===== src/rtl/spike_window_decoder.sv =====
// Windowed spike-train decoder: per-window spike rate, minimum ISI, peak membrane
// potential and burst detection, delivered through a valid/ack result register.
module spike_window_decoder #(
    parameter int unsigned WIN_BITS = 8
) (
    input  logic                clk,
    input  logic                rst_n,
    input  logic                enable,
    input  logic                spike_in,
    input  logic [6:0]          v_mem_in,
    input  logic [WIN_BITS-1:0] window_cycles,
    input  logic [3:0]          burst_isi,
    input  logic                out_ack,
    output logic                out_valid,
    output logic [WIN_BITS-1:0] rate_out,
    output logic [WIN_BITS-1:0] isi_min_out,
    output logic [6:0]          peak_vmem_out,
    output logic                burst_flag,
    output logic                overrun
);

    localparam logic [WIN_BITS-1:0] Ones = '1;
    localparam logic [WIN_BITS-1:0] One  = WIN_BITS'(1);

    typedef enum logic {StIdle, StAccum} state_t;

    state_t              state;
    logic [WIN_BITS-1:0] shadow_len;
    logic [WIN_BITS-1:0] cyc_cnt;
    logic [WIN_BITS-1:0] spike_cnt;
    logic [WIN_BITS-1:0] isi_cnt;
    logic [WIN_BITS-1:0] isi_min;
    logic [6:0]          peak;
    logic                prev_spike;
    logic                seen_spike;

    logic                spike_evt;
    logic                win_end;
    logic [WIN_BITS-1:0] last_cyc;
    logic [WIN_BITS-1:0] cnt_nxt;
    logic [WIN_BITS-1:0] min_nxt;
    logic [6:0]          peak_nxt;
    logic [WIN_BITS-1:0] isi_nxt;
    logic                burst_nxt;

    always_comb begin
        spike_evt = spike_in & ~prev_spike;
        // shadow_len of 0 wraps to all-ones, giving a 2^WIN_BITS-cycle window
        last_cyc  = shadow_len - One;
        win_end   = (cyc_cnt == last_cyc);
        cnt_nxt   = (spike_evt && spike_cnt != Ones) ? spike_cnt + One : spike_cnt;
        min_nxt   = (spike_evt && seen_spike && isi_cnt < isi_min) ? isi_cnt : isi_min;
        peak_nxt  = (v_mem_in > peak) ? v_mem_in : peak;
        isi_nxt   = spike_evt ? One : ((isi_cnt == Ones) ? isi_cnt : isi_cnt + One);
        burst_nxt = ((WIN_BITS + 4)'(min_nxt) < (WIN_BITS + 4)'(burst_isi));
    end

    always_ff @(posedge clk or negedge rst_n) begin
        if (!rst_n) begin
            state         <= StIdle;
            shadow_len    <= '0;
            cyc_cnt       <= '0;
            spike_cnt     <= '0;
            isi_cnt       <= '0;
            isi_min       <= Ones;
            peak          <= '0;
            prev_spike    <= 1'b0;
            seen_spike    <= 1'b0;
            out_valid     <= 1'b0;
            rate_out      <= '0;
            isi_min_out   <= Ones;
            peak_vmem_out <= '0;
            burst_flag    <= 1'b0;
            overrun       <= 1'b0;
        end else begin
            prev_spike <= spike_in;
            if (out_ack && out_valid) begin
                out_valid <= 1'b0;
            end
            unique case (state)
                StIdle: begin
                    cyc_cnt    <= '0;
                    spike_cnt  <= '0;
                    isi_cnt    <= '0;
                    isi_min    <= Ones;
                    peak       <= '0;
                    seen_spike <= 1'b0;
                    if (enable) begin
                        state      <= StAccum;
                        shadow_len <= window_cycles;
                    end
                end
                StAccum: begin
                    if (!enable) begin
                        state      <= StIdle;
                        cyc_cnt    <= '0;
                        spike_cnt  <= '0;
                        isi_cnt    <= '0;
                        isi_min    <= Ones;
                        peak       <= '0;
                        seen_spike <= 1'b0;
                    end else begin
                        isi_cnt <= isi_nxt;
                        if (spike_evt) begin
                            seen_spike <= 1'b1;
                        end
                        if (win_end) begin
                            // Later assignment overrides the ack clear above
                            out_valid     <= 1'b1;
                            rate_out      <= cnt_nxt;
                            isi_min_out   <= min_nxt;
                            peak_vmem_out <= peak_nxt;
                            burst_flag    <= burst_nxt;
                            if (out_valid && !out_ack) begin
                                overrun <= 1'b1;
                            end
                            spike_cnt  <= '0;
                            isi_min    <= Ones;
                            peak       <= '0;
                            cyc_cnt    <= '0;
                            shadow_len <= window_cycles;
                        end else begin
                            spike_cnt <= cnt_nxt;
                            isi_min   <= min_nxt;
                            peak      <= peak_nxt;
                            cyc_cnt   <= cyc_cnt + One;
                        end
                    end
                end
                default: state <= StIdle;
            endcase
        end
    end

endmodule


===== config.mk =====
export PLATFORM = sky130hd
export DESIGN_NAME = spike_window_decoder
export DESIGN_NICKNAME = d
export VERILOG_FILES = /design/src/rtl/spike_window_decoder.sv
export SDC_FILE = /design/constraint.sdc
export NUM_CORES = 1
export LEC_CHECK = 0
export ABC_AREA = 1
export CAP_MARGIN = 0
export CORE_ASPECT_RATIO = 0.9
export CORE_MARGIN = 4
export CORE_UTILIZATION = 60
export DETAILED_ROUTE_END_ITERATION = 8
export GPL_ROUTABILITY_DRIVEN = 0
export HOLD_SLACK_MARGIN = 0.15
export PLACE_DENSITY_LB_ADDON = 0.05
export RECOVER_POWER = 100
export SYNTH_ARGS = -nofsm -noshare
export SYNTH_HDL_FRONTEND = slang
export SYNTH_SLANG_ARGS = --single-unit

===== constraint.sdc =====
create_clock -name clk -period 7.7 [get_ports clk]
set_clock_uncertainty 0.15 [all_clocks]
set_input_delay 1.925 -clock clk [delete_from_list [all_inputs] [get_ports clk]]
set_output_delay 1.925 -clock clk [all_outputs]
set_load 0.005 [all_outputs]

==> flow_summary.ini <==
[floorplan]
fp.coreArea_um2 = 6550
initial_core_util = 0.617
num_rows = 28
dieArea_um2 = 8120
ios = 50
die_w_um = 94.5
die_y_um = 85.9

[global_routing]
antenna_found_initial = 0
gr-total-overflow = 0
gr-usage-all-layers = 0.220
grt_pass1_wl_um = 14200
grt_max_degree = 77
first_global_vias = 3200

[synth]
synth_fp_nets = 521
yosysTopAreaCell = dfrtp_1
async_flop_share = 1.00
synth_seq_area_share = 0.475
synth-main-ff-cell = dfrtp_1
synth_area_per_cell_um2 = 8.49
synth-edff-count = 0
synth_area_leaders = dfrtp_1, nand2_1, dfstp_2
netlist_instances = 476
syn_area_um2 = 4040
synth_top_area_share = 0.371
synth_most_common_cell = nand2_1
ys_ff_latch = 76
synth.distinct_cells = 36
ys.warnings.count = 0
synthTopCellsByCount = nand2_1, dfrtp_1, inv_1

[timing]
min_period_ns = 4.40
worstMarginPinSlew_ns = 1.28
final-setup-viol-count = 0
max_freq_ghz = 0.227
slew-limit-headroom = 0.145
rsz0062_at_grt = no
tns_ns = 0
min_period_over_period = 0.571
finalHoldViolations = 0
slew_violations = 0

[clock_network]
cts_htree_levels = 3
clk_path_buf_depth = 2
cts.sinks = 76
clkLatencyLatePin_ns = 0.35
hold_buffers = 0
post_cts_buffers = 0
cts_buffers = 9
cts_tree = yes
cts.clk_slew.worst_paths_ns = 0.08
cts_root_buf = clkbuf_8
cts.repair.resized = 0

[layout]
final_cell_count_no_fill = 621
regArea_um2 = 1920
drive_above_1_share = 0.0772
fillers = 552
num_antenna_cells = 0
fin_nets = 571
syn_to_final_growth_pct = 15.2
multi_input_area_um2 = 1710

[worst_setup_path]
path_cells = dlygate4sd3_1 > nand2_2 > nor2_1 > nand3_1 > nor2_1 > nand2_1 > a21oi_1 > ha_1 > a21o_1 > nor2_1 > nand2_1 > nor2_1 > nand2_1 > nand2_1
worstPathRequired_ns = 7.83
crit_end = burst_flag
slowest_delay_ns = 0.56
crit_path_end_kind = flip-flop
start_kind = input pin
crit_type = input pin to flip-flop
crit_path_start = spike_in
worstRegToRegCells = 9
ff2ff_setup_slack_ns = 4.53
r2r_start = shadow_len[0]
worstPathMaxFanout = 11
cp_slowest_cell = dlygate4sd3_1
worstPathArrival_ns = 4.53
r2r-end = isi_min_out[4]
path_depth = 14
critPathTopFamily = simple AND/OR/NAND/NOR gates
critPathBufInv = 1

[route]
drcViolationCount = 0
first_iter_violations = 120
drt-pass1-iter-count = 4
avgViaCountPerCell = 5.16
wire_per_inst_um = 13.0
dr_total_vias = 3202
drtAntennaViolNets = 0
drt-total-wl_um = 8090

[place]
placedCellCount = 605
dpl.hpwl_um = 5790
port_buffers = 49

[job]
drv_cap = 0

[pwr]
ir_worst_vdd_mv = 0.113
power_density_nw_per_um2 = 195
p_leak_uw = 0.00239

[worst_hold_path]
hold_class = flip-flop to flip-flop

[status]
status = finished clean
-- worst min path at each step --
stage | start | slack [ns] | endpoint | depth (start not counted)
after floorplan | isi_min_out[0] | 0.31 | isi_min_out[0] | 2
after global placement | overrun | 0.31 | overrun | 1
after detailed placement | isi_min_out[3] | 0.31 | isi_min_out[3] | 2
after CTS | isi_min_out[3] | 0.32 | isi_min_out[3] | 2
after global routing | isi_min_out[2] | 0.34 | isi_min_out[2] | 2
final | isi_min_out[1] | 0.32 | isi_min_out[1] | 2
-- cell type report --
class | count | share of cell area
sequential | 76 | 0.413
multi-input combinational | 329 | 0.367
timing repair buffer | 49 | 0.105
inverter | 61 | 0.0492
clock buffer | 13 | 0.0320
tap | 90 | 0.0242
clock inverter | 3 | 0.00994
-- metrics by stage --
step | util | area [µm²] | total power, µW | setup WS [ns] | hold WS (ns)
floorplan | - | 4040 | 549 | 3.99 | 0.305
global placement | 0.695 | 4550 | 618 | 3.34 | 0.310
detailed placement | 0.695 | 4550 | 625 | 3.20 | 0.306
CTS | 0.725 | 4750 | 930 | 3.55 | 0.319
global route | 0.711 | 4660 | 957 | 3.12 | 0.338
finish | 0.711 | 4660 | 908 | 3.30 | 0.320
-- registers in the layout, indices dropped and copies added (netlist names) --
register and cells:
peak 7, spike_cnt 8, seen_spike 1, isi_cnt 8
shadow_len 8, cyc_cnt 8, out_valid 1, overrun 1
prev_spike 1, state 1, isi_min 8, burst_flag 1
peak_vmem_out 7, rate_out 8, isi_min_out 8
-- layout by cell type, fill, tap and decap left out, types with 3 or more instances in the layout --
master,instances
a21oi_1,12
clkbuf_1,3
clkbuf_8,10
clkdlybuf4s50_1,20
dfrtp_1,60
dfstp_2,15
dlygate4sd3_1,28
ha_1,21
inv_1,59
nand2_1,130
nand2_2,3
nand3_1,31
nand4_1,4
nor2_1,45
nor2_2,3
nor3_1,6
o21ai_0,34
o21ai_1,3
or2_1,3
xnor2_1,6
xor2_1,10
-- logic make-up (layout without fill, tap and decap cells) --
logic type,count (synthesis),in the layout,share of synthesized area
flops,76,76,0.475
buf+inv,71,126,0.0786
fa+ha+maj,21,21,0.0650
xor+xnor,16,16,0.0347
simple gates,232,232,0.251
compound gates,60,60,0.0953
-- power breakdown --
group	switching, µW	internal, µW
Clock	147	160
Sequential	20.0	436
Combinational	76.4	69.3
-- per-layer routing --
metal | track usage | share of wire | vias up
met4 | 0.0642 | 0.011 | 0
met3 | 0.0632 | 0.045 | 11
met2 | 0.370 | 0.50 | 54
met5 | 0 | 0 | -
met1 | 0.277 | 0.45 | 1530
li1 | - | - | 1607
-- worst reg2reg max path, stage by stage, from the launching register on --
cell,delay [ns]
dfrtp_1,0.45
inv_2,0.07
ha_1,0.30
or2_2,0.27
and3_1,0.16
nand3b_1,0.13
nor2_4,0.07
nand2_1,0.92
inv_1,0.31
o21a_1,0.26
No activity file was read; power rests on OpenSTA's default activity.
